File: src/rtl/life_pkg.sv
// Shared definitions for the 16x16 life grid: dimensions, scanner states and
// the cell-index layout used by both the core and the display back-end.
package life_pkg;

    localparam int GRID_W = 16;
    localparam int GRID_H = 16;
    localparam int CELLS  = GRID_W * GRID_H;

    typedef enum logic [1:0] {
        LOAD  = 2'd0,
        SHIFT = 2'd1,
        LATCH = 2'd2,
        HOLD  = 2'd3
    } scan_state_t;

    // Row-major layout: bit y*16+x holds cell (x,y).
    function automatic logic [7:0] idx(input logic [3:0] x, input logic [3:0] y);
        return {y, x};
    endfunction

endpackage

File: src/rtl/matrix_scanner_scan_timer.sv
// Loadable down-counter; done is high on the last cycle of a loaded interval
// (load N-1 for an N-cycle interval).
module scan_timer #(
    parameter int W = 4
) (
    input  logic         clk,
    input  logic         rst,
    input  logic         load,
    input  logic [W-1:0] load_val,
    output logic         done
);

    logic [W-1:0] count_reg;

    always_ff @(posedge clk or posedge rst) begin
        if (rst) begin
            count_reg <= '0;
        end else if (load) begin
            count_reg <= load_val;
        end else if (count_reg != '0) begin
            count_reg <= count_reg - 1'b1;
        end
    end

    assign done = (count_reg == '0);

endmodule

File: src/rtl/matrix_scanner.sv
// Scans a snapshot of the life grid onto a 16x16 LED matrix through a serial
// shift-register chain, one row at a time, with a blinking cursor overlay.
module matrix_scanner
    import life_pkg::*;
#(
    parameter int CLK_DIV      = 4,
    parameter int ROW_HOLD     = 2000,
    parameter int BLINK_FRAMES = 32
) (
    input  logic         clk,
    input  logic         rst,
    input  logic [255:0] map,
    input  logic [3:0]   cursor_x,
    input  logic [3:0]   cursor_y,
    input  logic         cursor_en,
    output logic         sr_data,
    output logic         sr_clk,
    output logic         sr_latch,
    output logic [3:0]   row_sel,
    output logic         row_en,
    output logic         frame_done
);

    localparam int MAX_PHASE = (CLK_DIV > ROW_HOLD) ? CLK_DIV : ROW_HOLD;
    localparam int TW        = $clog2(MAX_PHASE + 1);
    localparam int BW        = (BLINK_FRAMES > 1) ? $clog2(BLINK_FRAMES) : 1;

    localparam logic [TW-1:0] DIV_LOAD   = TW'(CLK_DIV - 1);
    localparam logic [TW-1:0] HOLD_LOAD  = TW'(ROW_HOLD - 1);
    localparam logic [BW-1:0] BLINK_LAST = BW'(BLINK_FRAMES - 1);

    scan_state_t state_reg, state_next;
    logic        phase_hi_reg, phase_hi_next;
    logic [3:0]  r_reg, r_next;
    logic [3:0]  c_reg, c_next;

    logic [255:0] snap_map_reg;
    logic [3:0]   snap_cx_reg, snap_cy_reg;
    logic         snap_en_reg;

    logic          blink_phase_reg, blink_phase_next;
    logic [BW-1:0] blink_cnt_reg, blink_cnt_next;

    logic       sr_data_reg, sr_data_next;
    logic       sr_clk_reg, sr_clk_next;
    logic       sr_latch_reg, sr_latch_next;
    logic [3:0] row_sel_reg, row_sel_next;
    logic       row_en_reg, row_en_next;
    logic       frame_done_reg, frame_done_next;

    logic          timer_load;
    logic [TW-1:0] timer_val;
    logic          timer_done;

    logic [3:0] r_inc, c_dec;
    assign r_inc = r_reg + 4'd1;
    assign c_dec = c_reg - 4'd1;

    // In LOAD the snapshot is being captured on this very edge, so the first
    // pixel must come straight from the live inputs.
    logic [255:0] view_map;
    logic [3:0]   view_cx, view_cy;
    logic         view_en;
    assign view_map = (state_reg == LOAD) ? map       : snap_map_reg;
    assign view_cx  = (state_reg == LOAD) ? cursor_x  : snap_cx_reg;
    assign view_cy  = (state_reg == LOAD) ? cursor_y  : snap_cy_reg;
    assign view_en  = (state_reg == LOAD) ? cursor_en : snap_en_reg;

    function automatic logic pixel_of(
        input logic [255:0] m,
        input logic [3:0]   cx,
        input logic [3:0]   cy,
        input logic         en,
        input logic         blink,
        input logic [3:0]   r,
        input logic [3:0]   c
    );
        return m[idx(c, r)] ^ (en & blink & (r == cy) & (c == cx));
    endfunction

    scan_timer #(.W(TW)) u_timer (
        .clk      (clk),
        .rst      (rst),
        .load     (timer_load),
        .load_val (timer_val),
        .done     (timer_done)
    );

    always_comb begin
        state_next       = state_reg;
        phase_hi_next    = phase_hi_reg;
        r_next           = r_reg;
        c_next           = c_reg;
        blink_phase_next = blink_phase_reg;
        blink_cnt_next   = blink_cnt_reg;
        sr_data_next     = sr_data_reg;
        sr_clk_next      = sr_clk_reg;
        sr_latch_next    = sr_latch_reg;
        row_sel_next     = row_sel_reg;
        row_en_next      = row_en_reg;
        frame_done_next  = 1'b0;
        timer_load       = 1'b0;
        timer_val        = DIV_LOAD;

        case (state_reg)
            LOAD: begin
                state_next    = SHIFT;
                phase_hi_next = 1'b0;
                r_next        = 4'd0;
                c_next        = 4'd15;
                timer_load    = 1'b1;
                sr_clk_next   = 1'b0;
                sr_latch_next = 1'b0;
                row_en_next   = 1'b0;
                sr_data_next  = pixel_of(view_map, view_cx, view_cy, view_en,
                                         blink_phase_reg, 4'd0, 4'd15);
            end
            SHIFT: begin
                if (timer_done) begin
                    timer_load = 1'b1;
                    if (!phase_hi_reg) begin
                        phase_hi_next = 1'b1;
                        sr_clk_next   = 1'b1;
                    end else if (c_reg == 4'd0) begin
                        state_next    = LATCH;
                        sr_clk_next   = 1'b0;
                        sr_latch_next = 1'b1;
                        row_sel_next  = r_reg;
                    end else begin
                        // Data only moves together with the falling shift clock.
                        c_next        = c_dec;
                        phase_hi_next = 1'b0;
                        sr_clk_next   = 1'b0;
                        sr_data_next  = pixel_of(view_map, view_cx, view_cy, view_en,
                                                 blink_phase_reg, r_reg, c_dec);
                    end
                end
            end
            LATCH: begin
                if (timer_done) begin
                    state_next    = HOLD;
                    sr_latch_next = 1'b0;
                    row_en_next   = 1'b1;
                    timer_load    = 1'b1;
                    timer_val     = HOLD_LOAD;
                end
            end
            HOLD: begin
                if (timer_done) begin
                    row_en_next = 1'b0;
                    if (r_reg == 4'd15) begin
                        state_next      = LOAD;
                        frame_done_next = 1'b1;
                        if (blink_cnt_reg == BLINK_LAST) begin
                            blink_cnt_next   = '0;
                            blink_phase_next = ~blink_phase_reg;
                        end else begin
                            blink_cnt_next = blink_cnt_reg + 1'b1;
                        end
                    end else begin
                        state_next    = SHIFT;
                        r_next        = r_inc;
                        c_next        = 4'd15;
                        phase_hi_next = 1'b0;
                        sr_clk_next   = 1'b0;
                        timer_load    = 1'b1;
                        sr_data_next  = pixel_of(view_map, view_cx, view_cy, view_en,
                                                 blink_phase_reg, r_inc, 4'd15);
                    end
                end
            end
            default: state_next = LOAD;
        endcase
    end

    always_ff @(posedge clk or posedge rst) begin
        if (rst) begin
            state_reg       <= LOAD;
            phase_hi_reg    <= 1'b0;
            r_reg           <= 4'd0;
            c_reg           <= 4'd15;
            blink_phase_reg <= 1'b0;
            blink_cnt_reg   <= '0;
            sr_data_reg     <= 1'b0;
            sr_clk_reg      <= 1'b0;
            sr_latch_reg    <= 1'b0;
            row_sel_reg     <= 4'd0;
            row_en_reg      <= 1'b0;
            frame_done_reg  <= 1'b0;
        end else begin
            state_reg       <= state_next;
            phase_hi_reg    <= phase_hi_next;
            r_reg           <= r_next;
            c_reg           <= c_next;
            blink_phase_reg <= blink_phase_next;
            blink_cnt_reg   <= blink_cnt_next;
            sr_data_reg     <= sr_data_next;
            sr_clk_reg      <= sr_clk_next;
            sr_latch_reg    <= sr_latch_next;
            row_sel_reg     <= row_sel_next;
            row_en_reg      <= row_en_next;
            frame_done_reg  <= frame_done_next;
        end
    end

    // Frozen for a whole frame so a mid-frame map update cannot tear the image.
    always_ff @(posedge clk or posedge rst) begin
        if (rst) begin
            snap_map_reg <= '0;
            snap_cx_reg  <= 4'd0;
            snap_cy_reg  <= 4'd0;
            snap_en_reg  <= 1'b0;
        end else if (state_reg == LOAD) begin
            snap_map_reg <= map;
            snap_cx_reg  <= cursor_x;
            snap_cy_reg  <= cursor_y;
            snap_en_reg  <= cursor_en;
        end
    end

    assign sr_data    = sr_data_reg;
    assign sr_clk     = sr_clk_reg;
    assign sr_latch   = sr_latch_reg;
    assign row_sel    = row_sel_reg;
    assign row_en     = row_en_reg;
    assign frame_done = frame_done_reg;

endmodule

File: config.mk
export PLATFORM = sky130hd
export DESIGN_NAME = matrix_scanner
export DESIGN_NICKNAME = d
export VERILOG_FILES = /design/src/rtl/life_pkg.sv /design/src/rtl/matrix_scanner_scan_timer.sv /design/src/rtl/matrix_scanner.sv
export SDC_FILE = /design/constraint.sdc
export NUM_CORES = 1
export LEC_CHECK = 0
export CAP_MARGIN = 20
export CORE_ASPECT_RATIO = 2
export CORE_MARGIN = 5
export CORE_UTILIZATION = 62
export DETAILED_ROUTE_END_ITERATION = 6
export DONT_BUFFER_PORTS = 1
export PLACE_DENSITY = 0.78
export SYNTH_ARGS = -nofsm -noshare
export SYNTH_HDL_FRONTEND = slang
export SYNTH_SLANG_ARGS = --single-unit
File: constraint.sdc
create_clock -name clk -period 13.5 [get_ports clk]
set_input_delay 2.025 -clock clk [delete_from_list [all_inputs] [get_ports clk]]
set_output_delay 2.025 -clock clk [all_outputs]
set_load 0.05 [all_outputs]
==> reports/metrics.yaml, run 1 <==
synth-edff-count: 0
dp_hpwl_mm: 30.0
ys_warn_count: 0
worstHoldStart: "blink_phase_reg"
min_path_cells: 1
dr.pass1.iters: 4
dp_cells: 1425
place.gp.congestion: 0.885
die_area_um2: 29000
layout-drive-gt1-share: 0.365
ctsHoldBuffers: 0
worstPathRequired_ps: 13980
die_width_um: 123
r2r-start: "c_reg[0]"
ff_latch_area_um2: 7570
worstSetupPathType: "flip-flop to flip-flop"
clock_path_buffers: 3
clkSinkCount: 302
io_pins: 276
final_common_cell: "dfrtp_1"
largest_reg_flops: 256
fmax_mhz: 183
skew_ps: 16.1
grt_pass1_wl_mm: 62.3
area_delta_synth_final_pct: 6.03
netlist_area_um2: 15800
hold_viol_final: 0
worstSetupEndpointType: "flip-flop"
setup_tns_ps: 0
min_period_over_period: 0.405
synth_area_per_cell_um2: 13.6
syn-num-nets: 1440
viasPerCell: 6.58
drt_iter0_markers: 692
min_path_type: "flip-flop to flip-flop"
reg2reg_to: "sr_data"
clkTransAtPathRegs_ps: 70
grt_max_degree: 183
yosysTopAreaCell: "dfrtp_1"
hold_end: "blink_phase_reg"
cts_tree: "done"
drt.antenna.violating_nets: 0
yosys_register_bits: 302
hold_ws_ps: 477
p_leak_nw: 6.70
grt_overflow: 0
grt_setup_unrepaired: "no"
antenna_found_initial: 12
peakVddDrop_mv: 0.121
cts_buffers: 27
tightest_slew_ps: 1040
worst-path-max-fanout: 47
synth-main-ff-cell: "dfrtp_1"
drc: 0
grt_pass1_vias: 10500
power.density_nw_per_um2: 110
ys_types: 78
drv_cap: 0
fin_crit_ps: 5470
htreeDepth: 1
portBuffers: 0
routed_wl_mm: 40.7
fillCellCount: 1823
rows: 82
clk_latency_ps: 560
globalRouteTotalUtil: 0.285
startpoint_type: "flip-flop"
yosysSeqAreaShare: 0.479
layout_common_cells: "dfrtp_1 (298), mux2_2 (257), nand2_1 (80)"
wl_per_cell_um: 27.4
slew_violations: 0
worst_r2r_path_depth: 11
finalSetupViolations: 0
synth_top_cell_area_share: 0.472
ctsResizeCount: 0
arrival_ps: 5940
rrSetupSlack_ps: 8030
final_nets: 1396
synthTopCellsByArea: "dfrtp_1 (47%), mux2_2 (18%), mux4_2 (11%)"
synthCells: 1163
final_util: 0.667
slew_headroom: 0.307
post_cts_buffers: 0
run_status: "complete, no violations"
root_buffer: "clkbuf_16"
multi_input_area_um2: 7670
start_util: 0.629
vias: 9773
power_mw: 1.85
coreArea_um2: 25100
postSynth.asyncResetShare: 1.00
die_y_um: 236
fin_cells: 1486
==> Yosys cell counts, types with 10 or more instances <==
cell type	n
nand4_1	10
mux2i_1	35
nor2_1	62
mux4_1	13
mux4_2	76
clkbuf_1	18
dfrtp_1	298
xnor2_1	22
buf_2	35
mux2_2	257
a21oi_1	20
buf_4	11
inv_1	20
nor3_1	19
buf_6	12
ha_1	10
o21ai_0	20
nand3_1	27
nand2_1	80
==> worst max-delay path: stages (launching register included) <==
cell and delay [ps]:
dfstp_4 1000, inv_1 500, ha_1 480, xnor2_2 750
buf_4 650, mux4_2 590, nor2_1 90, o21ai_0 130
a311o_1 400, o41a_1 340, and4bb_1 220, nor3_2 150
==> cell families (layout without fill, tap and decap cells) <==
group           count (synthesis)  in the layout  share of synthesized area
compound gates                 91             91                     0.0419
xor+xnor                       27             27                     0.0150
fa+ha+maj                      10             10                    0.00792
buf+inv                       102             79                     0.0390
flops                         302            302                      0.479
mux                           390            390                      0.343
other cells                     0             10                          0
simple gates                  241            241                     0.0744
==> worst max-delay path by stage <==
stage	start	endpoint	slack (ps)	depth (start not counted)
final	c_reg[0]	sr_data	8030	11
after global routing	c_reg[0]	sr_data	7710	11
after CTS	c_reg[0]	sr_data	8090	11
after detailed placement	c_reg[0]	sr_data	8120	11
after global placement	c_reg[0]	sr_data	8260	11
after floorplan	rst	blink_cnt_reg[0]	3140	1
==> layer usage <==
metal  global-route usage  vias up  wire length [µm]
met2                0.493      407             21800
met5                    0        -                21
li1                     -     4243                 -
met4                0.144        4              2220
met1                0.316     5009             13200
met3               0.0762      110              3440
==> area by class of cell <==
class | count | area share
Antenna cell | 10 | 0.00149
Sequential cell | 302 | 0.452
Clock inverter | 12 | 0.00732
Multi-Input combinational cell | 759 | 0.458
Timing Repair Buffer | 9 | 0.00672
Clock buffer | 38 | 0.0452
Tap cell | 336 | 0.0251
Inverter | 20 | 0.00493
==> power by group <==
part           internal (mW)  leakage, nW  switching, mW  total [mW]
combinational         0.0585         2.70         0.0528       0.111
clock                  0.431        0.431          0.342       0.774
sequential             0.945         3.57         0.0164       0.961
==> stage by stage <==
| step | worst slack [ps] | area, µm² |
|---|---|---|
| 6_report | 8030 | 16800 |
| 5_1_grt | 7710 | 16800 |
| 4_1_cts | 8090 | 16700 |
| 3_5_place_dp | 8120 | 15800 |
| 3_3_place_gp | 8260 | 15800 |
| 2_1_floorplan | 3140 | 15800 |
No activity file was read; power rests on OpenSTA's default activity.
==> run 2: changes to the inputs <==
--- a/config.mk
+++ b/config.mk
@@ -8,10 +8,10 @@
 export CAP_MARGIN = 20
 export CORE_ASPECT_RATIO = 2
 export CORE_MARGIN = 5
-export CORE_UTILIZATION = 62
+export CORE_UTILIZATION = 58
 export DETAILED_ROUTE_END_ITERATION = 6
 export DONT_BUFFER_PORTS = 1
-export PLACE_DENSITY = 0.78
+export PLACE_DENSITY = 0.76
 export SYNTH_ARGS = -nofsm -noshare
 export SYNTH_HDL_FRONTEND = slang
 export SYNTH_SLANG_ARGS = --single-unit
==> constraint.sdc (replaced) <==
create_clock -name clk -period 4.4 [get_ports clk]
set_input_delay 0.66 -clock clk [delete_from_list [all_inputs] [get_ports clk]]
set_output_delay 0.66 -clock clk [all_outputs]
set_load 0.05 [all_outputs]
==> reports/metrics.yaml, run 2 (synthesized netlist as in run 1, its figures left out) <==
reg2reg_to: "sr_data"
dp_hpwl_mm: 31.5  # +5.0%
grt_overflow: 0  # unchanged
p_leak_nw: 6.91  # +3.1%
grt_pass1_vias: 10900  # +3.2%
die_y_um: 243  # +3.2%
area_delta_synth_final_pct: 8.29
slew_headroom: 0.540  # +0.233
clk_latency_ps: 550  # about the same
hold_viol_final: 0  # unchanged
worstSetupEndpointType: "flip-flop"
drt.antenna.violating_nets: 0  # unchanged
clock_path_buffers: 3  # unchanged
ctsHoldBuffers: 0  # unchanged
portBuffers: 0  # unchanged
final_cell_area_um2: 17100  # +2.1%
skew_ps: 9.63  # -6.50 ps
min_period_over_period: 0.874  # +0.470
finalSetupViolations: 0  # unchanged
cts_tree: "done"
worstSetupPathType: "flip-flop to flip-flop"
viasPerCell: 6.46  # -1.8%
dpl_cell_area_um2: 16200  # +2.3%
dr.pass1.iters: 7  # +3
power_mw: 5.72  # +210%
r2r-start: "c_reg[0]"
final_nets: 1431  # +2.5%
fin_crit_ps: 3850  # -1620 ps
root_buffer: "clkbuf_16"
rrSetupSlack_ps: 550  # -7480 ps
fmax_mhz: 260  # +42%
die_area_um2: 30800  # +6.5%
grt_max_degree: 69  # -62%
largest_reg_flops: 256  # unchanged
run_status: "finished, violations left"
vias: 9882  # +1.1%
routed_wl_mm: 41.1  # +1.0%
arrival_ps: 4280  # -1660 ps
dp_cells: 1472  # +3.3%
place.gp.congestion: 0.891  # +0.63%
cts_buffers: 27  # unchanged
wl_per_cell_um: 26.9  # -1.9%
startpoint_type: "flip-flop"
tightest_slew_ps: 690  # -349 ps
slew_violations: 0  # unchanged
coreArea_um2: 26900  # +7.0%
drt_iter0_markers: 658  # -4.9%
startpoint: "c_reg[0]"
post_cts_buffers: 0  # unchanged
die_width_um: 127  # +3.1%
io_pins: 276  # unchanged
layout_common_cells: "dfrtp_1 (298), mux2_2 (257), nand2_1 (80)"
ctsResizeCount: 0  # unchanged
final_common_cell: "dfrtp_1"
worst_r2r_path_depth: 12  # +1
fin_cells: 1530  # +3.0%
rows: 85  # +3.7%
worst-path-max-fanout: 22  # -53%
violations: "design-rule violations"
clkSinkCount: 302  # unchanged
worstPathRequired_ps: 4840  # -9140 ps
clkTransAtPathRegs_ps: 70  # about the same
globalRouteTotalUtil: 0.267  # -0.0174
power.density_nw_per_um2: 334  # +200%
min_path_type: "primary input to async pin"
htreeDepth: 1  # unchanged
drv_cap: 0  # unchanged
start_util: 0.587  # -0.0414
grt_setup_unrepaired: "no"
peakVddDrop_mv: 0.373  # +210%
grt_pass1_wl_mm: 63.7  # +2.3%
antenna_found_initial: 9  # -3
drc: 9  # +9
layout-drive-gt1-share: 0.381  # +0.0165
[run 2: worst max-delay path, stage by stage, from the launching register on]
cell	delay (ps)
dfstp_4	830
inv_1	110
ha_1	340
xnor2_2	450
buf_4	250
mux2i_1	90
mux4_2	510
a2111oi_0	490
nor2_1	110
o311ai_1	100
o41a_1	200
and4bb_1	210
nor3_2	50
[run 2: layout make-up]
class	instances	area (µm²)
Antenna cell	10	25.0
Clock buffer	39	771
Clock inverter	8	118
Fill cell	2019	9790
Inverter	20	78.8
Multi-Input combinational cell	759	7660
Sequential cell	302	7570
Tap cell	348	435
Timing Repair Buffer	44	455
[run 2: per-stage QoR]
stage | utilization | setup TNS [ps] | hold WS [ps] | worst slack [ps]
6_report | 0.636 | 0 | 49.3 | 552
3_3_place_gp | 0.601 | 0 | 466 | 687
2_1_floorplan | - | -80990 | 439 | -272
5_1_grt | 0.636 | 0 | 62.4 | 217
3_5_place_dp | 0.601 | 0 | 471 | 577
4_1_cts | 0.634 | 0 | 202 | 573
[run 2: routing by layer]
metal	vias to the layer above	track usage	wire, µm
li1	4296	-	-
met1	5036	0.293	13800
met2	430	0.471	21800
met3	116	0.0653	3070
met4	4	0.143	2460
met5	-	0	23
[run 2: how the worst max path moves through the flow]
stage                                  end  slack [ps]
after CTS                          sr_data         570
after floorplan           blink_cnt_reg[0]        -270
after detailed placement           sr_data         580
final                              sr_data         550
after global routing               sr_data         220
after global placement             sr_data         690
[run 2: report_power, final]
group	leakage, nW	switching [mW]	total (mW)	internal [mW]
Sequential	3.57	0.0507	2.95	2.90
Clock	0.435	1.03	2.42	1.39
Combinational	2.90	0.161	0.347	0.186
Total	6.91	1.24	5.72	4.47
==> run 3: changes to the inputs <==
--- a/config.mk
+++ b/config.mk
@@ -12,6 +12,7 @@
 export DETAILED_ROUTE_END_ITERATION = 6
 export DONT_BUFFER_PORTS = 1
 export PLACE_DENSITY = 0.76
+export SLEW_MARGIN = 0
 export SYNTH_ARGS = -nofsm -noshare
 export SYNTH_HDL_FRONTEND = slang
 export SYNTH_SLANG_ARGS = --single-unit
==> results of run 3 <==
The final DEF is identical to that of run 2; final timing and power are the same.
==> RTL edit 1: new RTL, flow settings as in run 1 <==
Change the parameter `ROW_HOLD` from 2000 to 4000.
--- a/src/rtl/matrix_scanner.sv
+++ b/src/rtl/matrix_scanner.sv
@@ -5,5 +5,5 @@
 #(
     parameter int CLK_DIV      = 4,
-    parameter int ROW_HOLD     = 2000,
+    parameter int ROW_HOLD     = 4000,
     parameter int BLINK_FRAMES = 32
 ) (
Function: no difference found for any inputs over 10 cycles, from zero or initial values and one cycle with rst high; that may be too few to reach the edited logic, so the function may still have changed.
==> RTL edit 1 against run 1 <==
- final area is 2.2% lower
- synthesized area is 3.5% lower
- clock power hardly changed
- cell count is 5.8% lower
- fmax is 21% higher
- power is 0.13% lower
- sequential cell count is 1 higher
- routed wire length is 8.5% lower
- worst setup slack better by 0.97 ns
==> RTL edit 1: results (changes against run 1) <==
hold path endpoint snap_map_reg[91]$_DFF_PP0_ (was blink_phase_reg$_DFFE_PP0P_); largest net degree at the start of global routing 144 (was 183); grt met2 use 46.91% (was 49.29%); status complete, no violations (unchanged); post-synthesis cell type count 62 (was 78); routed len/inst 26.59 µm (was 27.38 µm); XOR/XNOR Fraction of Synth Area 1.715% (was 1.496%); mux cell area share after synthesis 35.41% (was 34.33%); Pwr Density 112.5 mW/mm² (was 110.2 mW/mm²); global placement routability congestion 0.9257 (was 0.8854); Final HPWL DP 27.53 mm (was 29.97 mm); Leakage 6.713 nW (was 6.702 nW); Period minus WS final 4.501 ns (was 5.467 ns); Worst EP arrival 4.95 ns (was 5.94 ns); clock skew 0.02405 ns (was 0.01613 ns); DRT Pass-1 Iters 5 (was 4); setup slack at placement 8.925 ns (was 8.124 ns); post-synthesis compound-gate area fraction 4.227% (was 4.188%); Clk. pwr 0.773 mW (was 0.774 mW); Placed Cells incl. Taps 1,340 (was 1,425); Avg Cell Area, Syn 13.81 µm² (was 13.59 µm²); reg-to-reg startpoint state_reg[0]$_DFFE_PP0P_ (was c_reg[0]$_DFFE_PP1P_); adder-cell share of the synthesized area 0.9027% (was 0.7918%); slowest CP cell buf_4 (was dfstp_4); global-route wire length before repair 58.24 mm (was 62.27 mm); GRT Total Usage 27.00% (was 28.45%); placed instance area 0.01545 mm² (was 0.01582 mm²)
-- RTL edit 1: cell count changes in the layout (fill, tap and decap cells not counted), sizes merged, moves of 5 or more --
cell	run 1	this run
inv	22	42
mux2	266	255
mux2i	35	59
nand2	81	51
nand3	27	15
nand4	10	5
nor2	63	38
o21ai	21	29
xnor2	22	27
-- RTL edit 1: final cells by class --
class | count | area [µm²]
antenna | 11 | 27.53
clock buffer | 38 | 767.0
clock inverter | 10 | 116.4
fill | 1737 | 7938
inverter | 42 | 165.2
multi-input combinational | 693 | 7226
sequential | 303 | 7591
tap | 290 | 362.8
timing repair buffer | 13 | 130.1
-- RTL edit 1: tightest hold or removal path: stages, from the launching register on --
cell	delay, ns
dfrtp_1	0.32
mux2i_1	0.07
inv_1	0.06
-- RTL edit 1: routing by layer --
metal / vias up / routed length [µm]
met4: 4 / 1871
met5: - / 34
met2: 365 / 19800
li1: 4053 / -
met1: 4686 / 12600
met3: 96 / 2911
==> RTL edit 2: new RTL, config.mk and constraints of run 1 <==
Made on the original files. `r_reg` no longer has a reset.
--- a/src/rtl/matrix_scanner.sv
+++ b/src/rtl/matrix_scanner.sv
@@ -178,5 +178,4 @@
             state_reg       <= LOAD;
             phase_hi_reg    <= 1'b0;
-            r_reg           <= 4'd0;
             c_reg           <= 4'd15;
             blink_phase_reg <= 1'b0;
@@ -191,5 +190,4 @@
             state_reg       <= state_next;
             phase_hi_reg    <= phase_hi_next;
-            r_reg           <= r_next;
             c_reg           <= c_next;
             blink_phase_reg <= blink_phase_next;
@@ -202,4 +200,8 @@
             frame_done_reg  <= frame_done_next;
         end
+    end
+
+    always_ff @(posedge clk) begin
+        r_reg <= r_next;
     end
 
Formal check against the unedited RTL: same outputs for any inputs over 10 cycles, from zero or initial values and one cycle with rst high; that may be too few to reach the edited logic, so the function may still have changed.
==> RTL edit 2 against run 1 <==
- worst hold slack improved by 0.0011 ns
- via count is 1.1% lower
- synthesized area fell by 0.14%
- critical endpoint unchanged
- routed wire length decreased by 1.2%
- worst setup slack worse by 0.15 ns
- sequential cell count unchanged
- final area is 0.57% higher
- power fell by 0.64%
==> RTL edit 2: results (changes against run 1) <==
DRT Pass-1 Iters 5 (was 4); Final #Nets 1,381 (was 1,396); vias 9,663 (was 9,773); Worst EP arrival 6.09 ns (was 5.94 ns); Crit path largest cell delay 0.85 ns (was 1.00 ns); Slew @ Worst Pin 1.037 ns (was 1.039 ns); Final HPWL DP 29.70 mm (was 29.97 mm); global-route wire length before repair 62.56 mm (was 62.27 mm); vias in the first global route 10.67k (was 10.51k); Syn. warnings 0 (unchanged); clock skew 0.01922 ns (was 0.01613 ns); ys async rst share 98.68% (was 100.0%); status complete, no violations (unchanged); Peak supply drop 0.0001298 V (was 0.0001206 V); post-synthesis sequential area ratio 48.05% (was 47.85%); synth cell count leaders 294 x dfrtp_1, 290 x mux2_2, 89 x mux4_2 (was 298 x dfrtp_1, 257 x mux2_2, 80 x nand2_1); Synth area leaders dfrtp_1 47%, mux2_2 21%, mux4_2 13% (was dfrtp_1 47%, mux2_2 18%, mux4_2 11%); global placement routability congestion 0.9588 (was 0.8854); largest net degree at the start of global routing 139 (was 183); Post-CTS Setup Bufs 0 (unchanged); post-synthesis cell type count 68 (was 78); worst-path fanout max 80 (was 47); GRT Total Usage 28.51% (was 28.45%); Leakage 6.791 nW (was 6.702 nW); slowest CP cell ha_4 (was dfstp_4); share of cells above drive strength 1 40.80% (was 36.49%); initial DRC count 498 (was 692); Post-synth EDFFs 4 (was 0); Final Max Slew Viols 0 (unchanged); routed len/inst 27.32 µm (was 27.38 µm); P_int 1.424 mW (was 1.435 mW); filler instances 1,814 (was 1,823)
## RTL edit 2: cell types whose count changed in the layout (fill, tap and decap cells not counted), sizes merged, moves of 7 or more
cell   before  now
nor2       63   30
mux2      266  292
nor3b       2   21
nand2      81   66
nand3      27   12
o21ai      21   14
o31ai       1    8
xnor2      22   15
## RTL edit 2: logic make-up after synthesis
kind of cell	count (synthesis)	share of synthesized area (%)
xor+xnor	20	1.229
mux	419	36.10
flops	302	48.05
compound gates	90	3.941
simple gates	201	6.660
fa+ha+maj	10	0.7929
buf+inv	96	3.227
## RTL edit 2: stage by stage
step           hold slack, ns  utilization, %  std cells  setup WS, ns  instance area [µm²]
2_1_floorplan          0.4448               -       1138         3.249                15780
3_3_place_gp           0.4637           63.22       1408         8.109                15890
3_5_place_dp           0.4657           63.25       1409         7.962                15900
4_1_cts                0.4778           66.73       1459         7.948                16770
5_1_grt                0.4839           67.03       1472         7.656                16850
6_report               0.4779           67.03       1472         7.888                16850
## RTL edit 2: power groups by stage
| stage | registers, mW | clock network, mW | logic (mW) |
|---|---|---|---|
| floorplan | 0.974 | 0 | 0.0870 |
| global placement | 0.977 | 0 | 0.106 |
| detailed placement | 0.980 | 0 | 0.110 |
| CTS | 0.963 | 0.777 | 0.110 |
| global route | 0.967 | 0.809 | 0.122 |
| finish | 0.963 | 0.761 | 0.111 |
## RTL edit 2: worst paths after layout
kind	from	cells past startpoint	slack [ns]	to
min in group asynchronous	rst	1	1.51	snap_map_reg[73]$_DFF_PP0_
max	state_reg[1]$_DFFE_PP0P_	12	7.89	sr_data$_DFFE_PP0P_
max reg2reg	state_reg[1]$_DFFE_PP0P_	12	7.89	sr_data$_DFFE_PP0P_
max in group asynchronous	rst	4	10.24	c_reg[3]$_DFFE_PP1P_
min	blink_phase_reg$_DFFE_PP0P_	1	0.48	blink_phase_reg$_DFFE_PP0P_
min reg2reg	blink_phase_reg$_DFFE_PP0P_	1	0.48	blink_phase_reg$_DFFE_PP0P_
## RTL edit 2: layer usage
| layer | part of all wire [%] | up-vias | global-route usage (%) |
|---|---|---|---|
| met1 | 32 | 4965 | 31.30 |
| met2 | 53 | 373 | 48.51 |
| met5 | 0.055 | - | 0 |
| met3 | 8.0 | 117 | 7.502 |
| met4 | 6.2 | 4 | 17.00 |
| li1 | - | 4204 | - |
## RTL edit 2: cell type report
class / instances / area, µm² / area share, %
Sequential cell: 302 / 7586 / 45.02
Tap cell: 336 / 420.4 / 2.495
Multi-Input combinational cell: 740 / 7720 / 45.82
Timing Repair Buffer: 15 / 145.1 / 0.8614
Inverter: 18 / 75.07 / 0.4455
Clock buffer: 34 / 752.0 / 4.463
Antenna cell: 11 / 27.53 / 0.1634
Clock inverter: 16 / 123.9 / 0.7351
